$ cat src/rtl/simple_log_rd_arbiter.sv
// Round-robin arbiter sharing one simple-log read port between NUM_REQ readers,
// with in-order response routing and flush sequencing. Optional stats: SIMPLE_LOG_RD_ARB_STATS_EN.
module simple_log_rd_arbiter #(
    parameter int NUM_REQ            = 2,
    parameter int ADDR_W             = 8,
    parameter int RESP_DATA_STRUCT_W = 64,
    parameter int MAX_OUTST          = 4
) (
    input  logic                          clk,
    input  logic                          rst,
    input  logic [NUM_REQ-1:0]            req_val,
    input  logic [NUM_REQ*ADDR_W-1:0]     req_addr,
    output logic [NUM_REQ-1:0]            req_rdy,
    output logic                          log_rd_req_val,
    output logic [ADDR_W-1:0]             log_rd_req_addr,
    input  logic                          log_rd_resp_val,
    input  logic [RESP_DATA_STRUCT_W-1:0] log_rd_resp_data,
    output logic [NUM_REQ-1:0]            resp_val,
    output logic [RESP_DATA_STRUCT_W-1:0] resp_data,
    input  logic                          flush_req,
    output logic                          flush_done,
    output logic                          resp_underflow
`ifdef SIMPLE_LOG_RD_ARB_STATS_EN
    ,
    output logic [31:0]                   stat_grants,
    output logic [31:0]                   stat_full_stalls
`endif
);

    localparam int IDW = $clog2(NUM_REQ);
    localparam int PW  = $clog2(MAX_OUTST);
    localparam int CW  = PW + 1;

    typedef enum logic [1:0] {RUN, DRAIN, DONE, HOLD} state_t;

    state_t          state;
    logic [IDW-1:0]  rr_ptr;
    logic [IDW-1:0]  fifo [MAX_OUTST];
    logic [PW-1:0]   wr_ptr;
    logic [PW-1:0]   rd_ptr;
    logic [CW-1:0]   count;
    logic [CW-1:0]   count_next;
    logic [IDW-1:0]  winner;
    logic [IDW-1:0]  head;
    logic            found;
    logic            grant;
    logic            pop;
    logic            full;

    assign full = (count == CW'(MAX_OUTST));
    assign head = fifo[rd_ptr];

    // Grant uses registered count only, so a same-cycle pop never frees a slot early.
    always_comb begin
        logic [IDW-1:0] cand;
        found  = 1'b0;
        winner = '0;
        for (int unsigned k = 1; k <= NUM_REQ; k++) begin
            cand = IDW'((32'(rr_ptr) + k) % NUM_REQ);
            if (!found && req_val[cand]) begin
                found  = 1'b1;
                winner = cand;
            end
        end
        grant   = !rst && (state == RUN) && !flush_req && !full && found;
        req_rdy = '0;
        if (grant) req_rdy[winner] = 1'b1;
        log_rd_req_val  = grant;
        log_rd_req_addr = req_addr[32'(winner)*ADDR_W +: ADDR_W];
    end

    always_comb begin
        pop      = !rst && log_rd_resp_val && (count != '0);
        resp_val = '0;
        if (pop) resp_val[head] = 1'b1;
        resp_data = log_rd_resp_data;
        count_next = count;
        if (grant && !pop) count_next = count + 1'b1;
        else if (!grant && pop) count_next = count - 1'b1;
    end

    always_ff @(posedge clk) begin
        if (grant) fifo[wr_ptr] <= winner;
    end

    always_ff @(posedge clk or posedge rst) begin
        if (rst) begin
            state          <= RUN;
            rr_ptr         <= IDW'(NUM_REQ - 1);
            wr_ptr         <= '0;
            rd_ptr         <= '0;
            count          <= '0;
            flush_done     <= 1'b0;
            resp_underflow <= 1'b0;
        end else begin
            count <= count_next;
            if (grant) begin
                rr_ptr <= winner;
                wr_ptr <= wr_ptr + 1'b1;
            end
            if (pop) rd_ptr <= rd_ptr + 1'b1;
            if (log_rd_resp_val && (count == '0)) resp_underflow <= 1'b1;

            flush_done <= 1'b0;
            case (state)
                RUN:   if (flush_req) state <= DRAIN;
                DRAIN: if (count_next == '0) begin
                    state      <= DONE;
                    flush_done <= 1'b1;
                end
                DONE:  state <= flush_req ? HOLD : RUN;
                HOLD:  if (!flush_req) state <= RUN;
                default: state <= RUN;
            endcase
        end
    end

`ifdef SIMPLE_LOG_RD_ARB_STATS_EN
    always_ff @(posedge clk or posedge rst) begin
        if (rst) begin
            stat_grants      <= '0;
            stat_full_stalls <= '0;
        end else begin
            if (grant && (stat_grants != '1)) stat_grants <= stat_grants + 1'b1;
            if ((|req_val) && full && (state == RUN) && (stat_full_stalls != '1))
                stat_full_stalls <= stat_full_stalls + 1'b1;
        end
    end
`endif

endmodule
$ cat config.mk
export PLATFORM = sky130hd
export DESIGN_NAME = simple_log_rd_arbiter
export DESIGN_NICKNAME = d
export VERILOG_FILES = /design/src/rtl/simple_log_rd_arbiter.sv
export SDC_FILE = /design/constraint.sdc
export NUM_CORES = 1
export LEC_CHECK = 0
export BUFFER_PORTS_ARGS = -buffer_cell sky130_fd_sc_hd__buf_2
export CORE_MARGIN = 3
export CORE_UTILIZATION = 28
export DETAILED_ROUTE_END_ITERATION = 10
export HOLD_SLACK_MARGIN = 0.03
export PLACE_DENSITY_LB_ADDON = 0.3
export REMOVE_ABC_BUFFERS = 1
export SLEW_MARGIN = 20
export SYNTH_ARGS = -nofsm -noshare
export SYNTH_HDL_FRONTEND = slang
export SYNTH_SLANG_ARGS = --single-unit
$ cat constraint.sdc
create_clock -name clk -period 5.7 [get_ports clk]
set_clock_uncertainty 0.2 [all_clocks]
set_input_delay 0.855 -clock clk [delete_from_list [all_inputs] [get_ports clk]]
set_output_delay 0.855 -clock clk [all_outputs]
set_load 0.1 [all_outputs]
# Word-level counts from Yosys, hierarchy flattened
# Memory sizes are Yosys's and may differ from the RTL's.
# Cells that the tools add are included.
# W data, S select, Z words.
[op_classes]
n_addsub = 6
n_lt_le_gt_ge = 6
n_eq_ne = 7
shift = 1
n_mux = 25
reduce_logical = 23
[op_table]
columns = ["op", "n"]
rows = [
  ["$shiftx A16 B5 Y8", 1],
  ["$mux W1", 14],
  ["$logic_and A1 B1 Y1", 12],
  ["$mux W2", 6],
  ["$lt A1 B2 Y1 const B", 4],
  ["$pmux W2 S4", 1],
  ["$logic_not A1 Y1", 6],
  ["$logic_not A3 Y1", 2],
  ["$mux W3", 2],
  ["$ne A2 B2 Y1 const B", 3],
  ["$add A2 B1 Y2 const B", 2],
  ["$eq A2 B2 Y1 const B", 2],
  ["$add A3 B1 Y3 const B", 1],
  ["$eq A3 B3 Y1 const B", 1],
  ["$reduce_and A3 Y1", 1],
  ["$reduce_bool A3 Y1", 1],
  ["$sub A3 B1 Y3 const B", 1],
  ["$add A1 B1 Y1 const B", 2],
  ["$demux W1 S1", 2],
  ["$eq A2 B1 Y1 const B", 1],
  ["$ge A1 B1 Y1 const B", 2],
  ["$logic_not A2 Y1", 1],
]
[word_totals]
ff_bits = 12
mem_bits_rw = 4
inputBits = 86
output_inout_bits = 79
word_cells = 76
n_memories = 1
[mem_list]
columns = ["name", "words", "width", "read_ports", "rd_ports_with_merged_regs", "write_ports", "line", "text"]
rows = [
  ["fifo", 4, 1, 1, 0, 1, "38", "logic [IDW-1:0] fifo [MAX_OUTST];"],
]

# Longest topological paths before layout
# Gate-level depths: netlist of run 1.
[depth]
word_depth = 15
ltp_mapped = 9
mapped_depth_nobuf = 8

# Least setup slack after synthesis of run 1
# Ideal clock, no wire load.
[synth_timing]
kind = "input-to-output"
from = "input flush_req"
to = "output req_rdy[0]"
arrival_time_ps = 2533
t_required_ps = 4645
path_slack_ps = 2112
stages = 3
n_path_buf = 0
cell_sequence = "nor4_4 > o211ai_4 > nor2_1"
[synth_via]
elab_chain_len = 5
[synth_lines]
columns = ["element", "line", "text"]
rows = [
  ["start: declaration", "20", "input logic flush_req,"],
  ["$logic_not A1 Y1", "-", ""],
  ["$logic_and A1 B1 Y1 (3 in a row)", "65", "grant = !rst && (state == RUN) && !flush_req && !full && found;"],
  ["$mux W2", "67", "if (grant) req_rdy[winner] = 1'b1;"],
  ["end: declaration", "13", "output logic [NUM_REQ-1:0] req_rdy,"],
]
# No other way between the ends.

# Worst setup path in the final report of run 1
[layout_timing]
from = "input flush_req"
to = "output req_rdy[1]"
# Same word-level chain as after synthesis.

==> impl_metrics.json, run 1 <==
{
  "status": "complete, no violations",
  "pwr_density_cell_nw_per_um2": 472,
  "ant_nets": 0,
  "reg2reg_depth": 8,
  "syn_avg_cell_area_um2": 10.0,
  "post_drt_wl_per_cell_um": 35.0,
  "reg2reg_slack_ns": 3.26,
  "cts_tree": "done",
  "peakVddDrop_mv": 0.139,
  "grt_pass1_wl_um": 8070,
  "critPathCaptureType": "output pin",
  "p_leak_nw": 0.585,
  "min-delay-start": "resp_underflow$_DFFE_PP0P_",
  "maxCapViolCount": 0,
  "area.growth.synth_to_final_pct": -12.3,
  "yosysWarnings": 0,
  "comb_power_share": 0.540,
  "insertion_delay_ns": 0.25,
  "startpoint_type": "primary input",
  "cts-buffers-inserted": 3,
  "grt_max_degree": 15,
  "hold_slack_ns": 0.272,
  "ys_seq_area_frac": 0.290,
  "rsz0062_at_grt": "no",
  "place_congestion": 0.799,
  "async_flop_share": 0.750,
  "clockRootBuffer": "clkbuf_8",
  "fp.dieW_um": 78.1,
  "cts_sinks": 16,
  "grt_pass1_vias": 842,
  "drive_gt1_frac": 0.475,
  "cp.required_ns": 4.64,
  "placementRows": 25,
  "hpwlAfterDp_um": 6000,
  "clkPwrFrac": 0.142,
  "finalHoldViolCount": 0,
  "htree_levels": 1,
  "grt_usage": 0.206,
  "ys_ff_latch": 16,
  "overflow": 0,
  "nNetsFinal": 214,
  "drc": 0,
  "n_antenna_cell": 0,
  "relSlewSlack": 0.671,
  "worstSetupPathType": "primary input to output pin",
  "cts_resized": 0,
  "p_sw_uw": 293,
  "cts_setup_buffers": 0,
  "worstPathArrival_ns": 2.10,
  "drt_pass1_iterations": 4,
  "min_period_ns": 3.16,
  "ys_types": 36,
  "maxSlewViolCount": 0,
  "synth_edf_count": 4,
  "antenna_found_initial": 0,
  "period_share": 0.554,
  "critPathMaxFanout": 13,
  "synthesis.area_um2": 1460,
  "tightest_slew_ns": 0.497,
  "tns_ns": 0,
  "max_freq_mhz": 317,
  "die-area_um2": 6100,
  "min_to": "resp_underflow$_DFFE_PP0P_",
  "path_clk_slew_ns": 0.06,
  "r2r-start": "count[1]$_DFF_PP0_",
  "viasPerCell": 4.54,
  "hp-class": "register to register",
  "setup-violations-final": 0,
  "cts_max_path_buffers": 2,
  "seq_power_share": 0.318,
  "io_buffers": 36,
  "p_sw_frac": 0.486,
  "synth_top_flop_cell": "dfrtp_1",
  "die_h_um": 78.1,
  "r2r_end": "state[0]$_DFFE_PP0P_",
  "netlist_instances": 145,
  "ctsHoldBuffers": 0,
  "core_region_area_um2": 4880,
  "wl_um": 6540,
  "boundaryPins": 165,
  "start_util": 0.298,
  "drtIter0Drc": 23,
  "holdPathStages": 1,
  "vias": 849,
  "p_int_uw": 310
}
==> area by class of cell <==
class                           count  area, um2
Clock inverter                      1       3.75
Multi-Input combinational cell     56        508
Inverter                            7       31.3
Sequential cell                    16        422
Clock buffer                        3       41.3
Tap cell                           67       83.8
Fill cell                         540       3600
Timing Repair Buffer               37        188
==> synthesized netlist by cell type (all sizes together) (2+ instances only) <==
| master | number | share of area |
|---|---|---|
| buf | 65 | 0.34 |
| dfrtp | 11 | 0.19 |
| mux2 | 8 | 0.062 |
| ha | 7 | 0.060 |
| and2 | 6 | 0.026 |
| inv | 6 | 0.015 |
| nand2 | 5 | 0.015 |
| xnor2 | 5 | 0.030 |
| edfxtp | 4 | 0.082 |
| nand2b | 3 | 0.013 |
| nor2 | 2 | 0.0052 |
| nor4 | 2 | 0.019 |
| o21ai | 2 | 0.0094 |
==> layer usage <==
layer	routed length, um	GRT usage	vias to the layer above
li1	-	-	360
met1	1490	0.137	358
met2	2580	0.284	127
met3	2440	0.352	4
met4	23	0.0262	0
met5	0	0.0455	-
==> state kept, by name, indices dropped and copies added, names as in the netlist <==
signal,flops
wr_ptr,2
flush_done,1
rr_ptr,1
state,2
rd_ptr,2
resp_underflow,1
fifo,4
count,3
==> per-stage QoR <==
stage	setup WS (ns)	util	cell area [um2]	power (mW)	cells
after floorplan	1.99	-	961	0.461	79
after global placement	2.55	0.253	1230	0.515	183
after detailed placement	2.54	0.253	1230	0.522	183
after CTS	2.53	0.262	1280	0.611	187
after global routing	2.47	0.262	1280	0.647	187
final	2.54	0.262	1280	0.603	187
==> logic make-up after synthesis <==
kind of cell / Yosys count / synth area share
AO/OA/AOI/OAI: 11 / 0.0696
XOR/XNOR: 6 / 0.0361
adder cells (fa/ha/maj): 8 / 0.0679
buffers and inverters: 73 / 0.362
flip-flops: 16 / 0.290
multiplexers: 10 / 0.0842
AND/OR/NAND/NOR: 21 / 0.0911
==> worst max-delay path by stage <==
stage               slack (ns)  startpoint         end
global route              2.47   flush_req  req_rdy[1]
finish                    2.54   flush_req  req_rdy[1]
floorplan                 1.99  req_val[1]  req_rdy[1]
global placement          2.55   flush_req  req_rdy[1]
CTS                       2.53   flush_req  req_rdy[1]
detailed placement        2.54   flush_req  req_rdy[1]
==> layout by cell type (no fill, tap or decap), drive strengths merged <==
cell	count
buf	37
dfrtp	11
mux2	8
ha	7
and2	6
inv	6
xnor2	5
nand2	5
edfxtp	4
nand2b	3
clkbuf	3
nor2	2
nor4	2
clkinv	2
o21ai	2
and2b	1
o211ai	1
a21boi	1
a21o	1
maj3	1
a21oi	1
a22o	1
nand3	1
a21bo	1
mux2i	1
xor2	1
o41ai	1
o21bai	1
mux4	1
and3	1
o41a	1
dfstp	1
==> critical path, cell delays in order <==
cell	delay, ns
buf_2	0.12
nor4_4	0.25
o211ai_4	0.15
clkinv_4	0.13
and2_1	0.16
buf_2	0.43
==> power by group through the flow <==
stage	sequential, mW	combinational (mW)	clock [mW]
finish	0.192	0.326	0.0855
global route	0.197	0.353	0.0970
CTS	0.193	0.329	0.0892
detailed placement	0.195	0.328	0
global placement	0.192	0.323	0
floorplan	0.217	0.244	0
No activity file was read; power rests on OpenSTA's default activity.
==> run 2: changes to the inputs <==
--- a/config.mk
+++ b/config.mk
@@ -5,6 +5,7 @@
 export SDC_FILE = /design/constraint.sdc
 export NUM_CORES = 1
 export LEC_CHECK = 0
+export ABC_AREA = 1
 export BUFFER_PORTS_ARGS = -buffer_cell sky130_fd_sc_hd__buf_2
 export CORE_MARGIN = 3
 export CORE_UTILIZATION = 28
==> constraint.sdc (replaced) <==
create_clock -name clk -period 2.56 [get_ports clk]
set_clock_uncertainty 0.2 [all_clocks]
set_input_delay 0.384 -clock clk [delete_from_list [all_inputs] [get_ports clk]]
set_output_delay 0.384 -clock clk [all_outputs]
set_load 0.1 [all_outputs]
==> run 2 against run 1 <==
Against the previous run: clock power up 130%; largest power group unchanged; final cell count up 32%; global-route usage up 2.0 points; critical path depth up 2; final area up 13%; first-iteration DRC count up 30%; largest cell class unchanged.
==> impl_metrics.json, run 2 <==
{
  "crit_chain": "dlygate4sd3_1 > buf_2 > inv_2 > nand2_1 > nor2_4 > nand2_8 > nor2_1 > buf_12",
  "min_period_ns": 2.47,
  "yosysTopAreaCell": "buf_4",
  "overflow": 0,
  "netlist_instances": 198,
  "synth_edf_count": 4,
  "clockRootBuffer": "clkbuf_8",
  "n_antenna_cell": 0,
  "boundaryPins": 165,
  "ant_nets": 0,
  "synth.top_cell.area_share": 0.309,
  "start_util": 0.297,
  "critPathMaxFanout": 9,
  "ys_types": 28,
  "dpl_cell_area_um2": 1370,
  "drt_pass1_iterations": 4,
  "relSlewSlack": 0.671,
  "drive_gt1_frac": 0.367,
  "mostFrequentLayoutCells": "nand2_1, buf_2, inv_1, nor2_1, dfrtp_1",
  "path_buf_inv": 4,
  "final_common_cell": "nand2_1",
  "finalHoldViolCount": 0,
  "largest_reg_flops": 4,
  "viasPerCell": 4.23,
  "drtIter0Drc": 30,
  "synth_area_leaders": "buf_4, dfrtp_1, nand2_1, edfxtp_1, ha_1",
  "min-delay-start": "flush_req",
  "yosysMostFrequentCell": "buf_4",
  "grt_pass1_wl_um": 9380,
  "rsz0062_at_grt": "no",
  "final_util": 0.275,
  "insertion_delay_ns": 0.25,
  "path_clk_slew_ns": 0.07,
  "reg2reg_slack_ns": 0.63,
  "ys_ff_latch": 16,
  "synthesis.area_um2": 1560,
  "ys_seq_area_frac": 0.271,
  "setup-violations-final": 0,
  "max_freq_mhz": 405,
  "drc": 0,
  "maxCapViolCount": 0,
  "pwr_density_cell_nw_per_um2": 1020,
  "hp-class": "primary input to register",
  "io_buffers": 36,
  "min_to": "state[1]$_DFFE_PP0P_",
  "async_flop_share": 0.750,
  "cts_tree": "done",
  "cts-buffers-inserted": 3,
  "period_share": 0.965,
  "syn_avg_cell_area_um2": 7.85,
  "cts_sinks": 16,
  "startpoint_type": "primary input",
  "final_cell_area_um2": 1440,
  "r2r_end": "state[0]$_DFFE_PP0P_",
  "area.growth.synth_to_final_pct": -7.32,
  "die-area_um2": 6490,
  "holdPathStages": 3,
  "worstPathArrival_ns": 1.89,
  "htree_levels": 1,
  "yosysWarnings": 0,
  "hpwlAfterDp_um": 6790,
  "grt_pass1_vias": 1021,
  "placementRows": 26,
  "reg2reg_depth": 10,
  "maxSlewViolCount": 0,
  "core_region_area_um2": 5240,
  "critPathCaptureType": "output pin",
  "largest_register": "fifo",
  "synth_common_cells": "buf_4, nand2_1, inv_1, nor2_1, dfrtp_1",
  "nNetsFinal": 271,
  "post_drt_wl_per_cell_um": 29.5,
  "cp_slowest_cell": "dlygate4sd3_1",
  "fp.dieW_um": 80.5,
  "status": "complete, no violations",
  "grt_max_degree": 14,
  "place_congestion": 0.792,
  "peakVddDrop_mv": 0.422,
  "critPathMaxStageDelay_ns": 0.53,
  "vias": 1045,
  "grt_usage": 0.227,
  "nFillCells": 565,
  "tightest_slew_ns": 0.498,
  "p_leak_nw": 0.747,
  "die_h_um": 80.5,
  "tns_ns": 0,
  "critPathTopFamily": "buffers and inverters",
  "cts_max_path_buffers": 2,
  "synth_top_flop_cell": "dfrtp_1",
  "cp.required_ns": 1.98,
  "cts_setup_buffers": 0,
  "worstSetupPathType": "primary input to output pin",
  "biggestRegsByFlops": "fifo (4), count (3)",
  "antenna_found_initial": 0,
  "r2r-start": "count[0]$_DFF_PP0_",
  "wl_um": 7300
}
## run 2: per-stage QoR
step                      power [mW]  std cells  hold WS (ns)  worst slack (ns)
final                           1.48        247         0.215            0.0886
after global routing            1.60        247         0.237           0.00216
after floorplan                 1.13        134     -0.000551            -0.298
after CTS                       1.48        247         0.220           0.00941
after detailed placement        1.28        241         0.110             0.395
after global placement          1.28        241         0.102             0.406
## run 2: metal layers
| layer | wire length [um] | global-route usage | vias to the layer above |
|---|---|---|---|
| met1 | 1230 | 0.117 | 409 |
| met5 | 0 | 0 | - |
| met2 | 3440 | 0.386 | 133 |
| met4 | 26 | 0.0304 | 0 |
| li1 | - | - | 499 |
| met3 | 2610 | 0.350 | 4 |
## run 2: worst max-delay path by stage
stage                     depth (start not counted)                from          end
after CTS                                         8                 rst   req_rdy[1]
after detailed placement                          5  rr_ptr$_DFFE_PP1P_   req_rdy[0]
after global placement                            5  rr_ptr$_DFFE_PP1P_   req_rdy[0]
final                                             8                 rst   req_rdy[0]
after global routing                              6                 rst  resp_val[1]
after floorplan                                   4  rr_ptr$_DFFE_PP1P_   req_rdy[0]
## run 2: cells by family (layout without fill, tap and decap cells)
family          after synthesis  after routing  synth area share
compound gates                6              6            0.0265
simple gates                 82             82             0.274
buf+inv                      85             64             0.361
flops                        16             16             0.271
xor+xnor                      2              2            0.0113
fa+ha+maj                     7              7            0.0563
## run 2: report_power, final
part / internal (mW) / leakage, nW / switching, mW / total (mW)
sequential: 0.358 / 0.176 / 0.0715 / 0.429
clock: 0.106 / 0.0231 / 0.0883 / 0.195
combinational: 0.220 / 0.548 / 0.632 / 0.852
## run 2: worst register-to-register path, cell delays in order (launching register included)
cell and delay, ns:
dfrtp_1 0.37, inv_1 0.08, ha_1 0.26, nand2_2 0.11
nand2_4 0.08, nor2_8 0.20, nand3_1 0.12, nand3_1 0.13
nand3_2 0.12, nor2_4 0.11, nor2_2 0.04
## run 2: what timing repair did
item,4_1_cts,5_1_grt
resized for setup,0,4
hold buffers,2,0
setup endpoints to repair,0,4
endpoints found under the hold margin,6,0
## run 2: layout make-up
cell class	count	area, um2	share of cell area
clock buffer	3	41.3	0.0286
clock inverter	1	3.75	0.00260
inverter	21	85.1	0.0590
multi-input combinational	97	572	0.397
sequential	16	422	0.293
tap	70	87.6	0.0608
timing repair buffer	39	230	0.160
